`src/rtl/rbm_bernoulli_sampler.sv`:
```
`timescale 1ns/1ps
`default_nettype none
// ============================================================================
// Module   : rbm_bernoulli_sampler
// Purpose  : Stochastic binary neuron. Compares a sigmoid probability against
//            a Galois-LFSR draw (or a fixed 0.5 threshold) to emit 0/1 samples.
// Revision : 1.0 - initial release
// ============================================================================
module rbm_bernoulli_sampler #(
    parameter int          N_OUT     = 16,
    parameter int          P_OUT     = 15,
    parameter int          N_NEURONS = 64,
    parameter int          IDX_W     = 6,
    parameter logic [31:0] LFSR_SEED = 32'hACE1_2468
) (
    input  logic             clk,
    input  logic             rst,
    input  logic             det_mode,
    input  logic             seed_load,
    input  logic [31:0]      seed,
    input  logic             in_valid,
    output logic             in_ready,
    input  logic [N_OUT-1:0] prob,
    output logic             out_valid,
    input  logic             out_ready,
    output logic             out_bit,
    output logic [IDX_W-1:0] out_index,
    output logic             out_last
);

    // Compare in a width wide enough for both the probability and the draw.
    localparam int               CW           = (N_OUT > P_OUT) ? N_OUT : P_OUT;
    localparam logic [31:0]      c_LFSR_MASK  = 32'h8020_0003;
    localparam logic [CW-1:0]    c_HALF       = CW'(64'd1 << (P_OUT - 1));
    localparam logic [IDX_W-1:0] c_LAST_IDX   = IDX_W'(N_NEURONS - 1);

    logic [31:0]      r_lfsr;
    logic [IDX_W-1:0] r_idx;
    logic             r_out_valid;
    logic             r_out_bit;
    logic [IDX_W-1:0] r_out_index;
    logic             r_out_last;

    logic             w_accept;
    logic [31:0]      w_lfsr_next;
    logic [31:0]      w_seed_value;
    logic [CW-1:0]    w_rand;
    logic [CW-1:0]    w_prob;
    logic             w_sample;
    logic [IDX_W-1:0] w_idx_next;
    logic             w_idx_is_last;

    assign in_ready = !seed_load && (!r_out_valid || out_ready);
    assign w_accept = in_valid && in_ready;

    always_comb begin
        w_lfsr_next = r_lfsr >> 1;
        if (r_lfsr[0]) begin
            w_lfsr_next = (r_lfsr >> 1) ^ c_LFSR_MASK;
        end
    end

    // A zero seed would lock the LFSR, so it is redirected to the default.
    assign w_seed_value = (seed == 32'd0) ? LFSR_SEED : seed;

    assign w_rand   = CW'(r_lfsr[P_OUT-1:0]);
    assign w_prob   = CW'(prob);
    assign w_sample = det_mode ? (w_prob >= c_HALF) : (w_rand < w_prob);

    assign w_idx_is_last = (r_idx == c_LAST_IDX);
    assign w_idx_next    = w_idx_is_last ? '0 : r_idx + IDX_W'(1);

    always_ff @(posedge clk or posedge rst) begin
        if (rst) begin
            r_lfsr <= LFSR_SEED;
        end else if (seed_load) begin
            r_lfsr <= w_seed_value;
        end else if (w_accept) begin
            r_lfsr <= w_lfsr_next;
        end
    end

    always_ff @(posedge clk or posedge rst) begin
        if (rst) begin
            r_idx <= '0;
        end else if (w_accept) begin
            r_idx <= w_idx_next;
        end
    end

    // Single output stage; data registers only move on an accepted input.
    always_ff @(posedge clk or posedge rst) begin
        if (rst) begin
            r_out_valid <= 1'b0;
            r_out_bit   <= 1'b0;
            r_out_index <= '0;
            r_out_last  <= 1'b0;
        end else if (w_accept) begin
            r_out_valid <= 1'b1;
            r_out_bit   <= w_sample;
            r_out_index <= r_idx;
            r_out_last  <= w_idx_is_last;
        end else if (out_ready) begin
            r_out_valid <= 1'b0;
        end
    end

    assign out_valid = r_out_valid;
    assign out_bit   = r_out_bit;
    assign out_index = r_out_index;
    assign out_last  = r_out_last;

endmodule
`default_nettype wire

```
`config.mk`:
```
export PLATFORM = sky130hd
export DESIGN_NAME = rbm_bernoulli_sampler
export DESIGN_NICKNAME = d
export VERILOG_FILES = /design/src/rtl/rbm_bernoulli_sampler.sv
export SDC_FILE = /design/constraint.sdc
export NUM_CORES = 1
export LEC_CHECK = 0
export ABC_CLOCK_PERIOD_IN_PS = 5050
export BUFFER_PORTS_ARGS = -buffer_cell sky130_fd_sc_hd__buf_4
export CORE_UTILIZATION = 57
export CTS_CLUSTER_SIZE = 28
export DETAILED_ROUTE_END_ITERATION = 10
export HOLD_SLACK_MARGIN = 0.15
export PLACE_DENSITY = 0.84
export SLEW_MARGIN = 10
export SYNTH_ARGS = -nofsm -noshare
export SYNTH_HDL_FRONTEND = slang
export SYNTH_SLANG_ARGS = --single-unit
export TNS_END_PERCENT = 20
```
`constraint.sdc`:
```
create_clock -name clk -period 5.05 [get_ports clk]
set_input_delay 0.7575 -clock clk [delete_from_list [all_inputs] [get_ports clk]]
set_output_delay 0.7575 -clock clk [all_outputs]
set_load 0.1 [all_outputs]
```
==> summary.txt <==
Die
  – Row Count: 24
  – Chip Width: 69.7 µm
  – Die Span Y: between 60 and 70 µm
  – CORE AREA: ~4400 µm²
  – Die Area: approximately 4900 µm²
  – I/O pins: 64
  – Initial Utilization: 0.596

Layout
  – Diode count: 0
  – Fin cells: 375
  – Area growth, synth to finish: 20.3%
  – Most frequent cells in the layout: 63 x buf_4, 41 x nand2_1, 34 x dfrtp_1
  – Post-layout nets: 391
  – Share of cells above drive strength 1: 0.279
  – Design area: between 3000 and 4000 µm²
  – Most common cell after layout, fill and taps aside: buf_4

Clock tree
  – CTS H-Tree Depth: 2
  – Clock sink count: 47
  – Longest Clk Path Bufs: 2
  – CTS tree: built
  – Worst-Skew Late Latency: 0.30 ns
  – PostCTS Resize Cnt: 0
  – Clk slew on worst S/H paths: 0.08 ns
  – CTS buffer count: 5
  – Root Buffer: clkbuf_8
  – Hold buffer count at CTS: 0
  – Setup bufs post-CTS: 0

Placed design
  – Routability cong.: 0.846
  – Hpwl dp: 4.06 mm
  – Placed Instances: 367
  – # port buffers: between 60 and 70
  – Dpl cell area: approximately 3100 µm²
  – Place WS: 1.73 ns

Critical path
  – Setup crit end kind: flip-flop
  – CP Class: in2reg
  – Slowest-stage cell, CP: nand3_2
  – Bufs and invs on worst path: 2
  – Worst endpoint required time: 5.28 ns
  – Worst EP arrival: 3.31 ns
  – R2r setup slk: 2.74 ns
  – Worst R2R Path Depth: 4
  – CP Max Fanout: 47
  – Crit path cell chain: buf_4 > inv_2 > nand3_2 > nand2_1 > o21ba_1
  – Family with the most delay on the worst path: simple AND/OR/NAND/NOR gates
  – Critical Path Start Type: primary input
  – RR Startpoint: out_valid
  – CP max stage delay: 0.85 ns
  – Critical R2R Capture: r_lfsr[12]
  – CP Launch Point: seed_load

Logic synthesis
  – Post-synth EDFFs: 0
  – Mapped cell area: 2620 µm²
  – Synth top area share: 0.325
  – Synth area leader: dfrtp_1
  – Syn_area_per_cell: about 9.8 µm²
  – Register area share after synthesis: 0.456
  – Library cells used by synthesis: 39
  – Count of state elements after synthesis: 47
  – Cells after Synth: 267
  – Yosys warning count: 0
  – Top FF cell, synth: dfrtp_1
  – Largest cells by area after synthesis: dfrtp_1 33%, dfstp_2 13%, ha_1 7.2%
  – Post-Syn Nets: 336
  – Asr flop ratio synth: 1.00

Timing
  – Fin. Hold Viols: 0
  – Slew headroom: 0.284
  – Setup TNS: 0 ns
  – Clk_skew: 0.0154 ns
  – Final min period: 3.09 ns
  – Worst hold slack: about 0.48 ns
  – Setup ws final: a little under 2 ns
  – Final slew viol count: 0
  – Fmax: 324 MHz
  – Fin crit share: 0.611
  – Final setup viols: 0
  – Worst Tran Pin Value: 1.07 ns
  – RSZ-0062 raised after global routing: no

Hold path
  – Worst min-delay path class: reg2reg
  – Hold Crit Start: out_index[1]
  – Worst Hold End: out_index[1]
  – Hold Crit Depth: 2

Pwr
  – Worst vdd ir: ~260 µV
  – LEAKAGE: 0.00151 µW
  – Pwr dens: roughly 360 nW/µm²

GRT
  – Largest net degree at the start of global routing: between 40 and 50
  – GRT Overall Usage: 0.240
  – Initial antenna violation count: 0
  – GRT overflow: 0
  – Vias in the first global route: between 2k and 2.5k
  – First-pass GRT wire length: between 9 and 10 mm

Drt
  – DRT antenna net count: 0
  – Iteration-0 DRC count of the detailed router: 134
  – Via density: 5.79
  – DR WL/cell: 15.3 µm
  – DR vias: 2173
  – Detailed Routing Iterations Pass 1: 4
  – Routed WL: 5.75 mm
  – DRC violations left: 0

Flow run
  – Maxcap violations: 0

Outcome
  – Outcome: finished clean
-- state kept, by name, indices dropped and copies added, names as in the netlist --
signal	count
out_last	1
r_idx	6
out_valid	1
out_bit	1
r_lfsr	32
out_index	6
-- worst max-delay path by stage --
stage | endpoint | slack [ns] | depth (start not counted)
floorplan | in_ready | 2.27 | 4
detailed placement | r_lfsr[28] | 1.73 | 5
global route | r_lfsr[7] | 1.75 | 5
finish | r_lfsr[12] | 1.96 | 5
global placement | r_lfsr[20] | 1.79 | 5
CTS | out_bit | 2.05 | 5
-- cell type report --
cell class,count,area [µm²]
Tap cell,52,65.1
Clock buffer,5,68.8
Clock inverter,3,18.8
Timing Repair Buffer,63,473
Multi-Input combinational cell,187,1260
Fill cell,358,1240
Inverter,18,67.6
Sequential cell,47,1190
-- worst reg2reg max path: stages, from the launching register on --
cell and delay (ns):
dfrtp_1 0.40, nand2b_2 0.13, nand3_2 0.67, nand2_1 0.84, o21ba_1 0.20
-- metal layers --
layer / wire (µm) / up-vias / GRT usage
li1: - / 1086 / -
met1: 2760 / 1006 / 0.361
met2: 2620 / 75 / 0.359
met3: 314 / 6 / 0.0422
met4: 55 / 0 / 0.0667
met5: 0 / - / 0
-- logic make-up (layout without fill, tap and decap cells) --
| kind of cell | Yosys count | after routing | share of synthesized area |
|---|---|---|---|
| AOI/OAI and AO/OA | 78 | 78 | 0.217 |
| xor gates and xnor gates | 7 | 7 | 0.0234 |
| adders and majority gates | 15 | 15 | 0.0718 |
| buffers and inverters | 33 | 89 | 0.0617 |
| DFF | 47 | 47 | 0.456 |
| muxes | 4 | 4 | 0.0153 |
| and+or+nand+nor | 83 | 83 | 0.155 |
-- stage by stage --
stage,power [µW],utilization
floorplan,804,-
global placement,902,0.698
detailed placement,913,0.698
CTS,1140,0.718
global route,1190,0.718
finish,1130,0.718
-- power breakdown --
group	internal, µW	switching (µW)
Sequential	455	61.6
Clock	97.6	129
Combinational	134	256
-- Yosys cell counts, types with 3 or more instances --
| cell type | count |
|---|---|
| nand2_1 | 41 |
| dfrtp_1 | 34 |
| a21oi_1 | 19 |
| inv_1 | 17 |
| o21ba_1 | 17 |
| o22ai_1 | 17 |
| ha_1 | 15 |
| nand3_1 | 15 |
| dfstp_2 | 13 |
| o211ai_1 | 11 |
| nor4_1 | 8 |
| buf_2 | 6 |
| nand4_1 | 5 |
| clkbuf_1 | 4 |
| mux2i_1 | 4 |
| xor2_1 | 4 |
| a21o_1 | 3 |
| buf_6 | 3 |
| xnor2_1 | 3 |
Note: power is estimated with default switching activity, not from simulation.
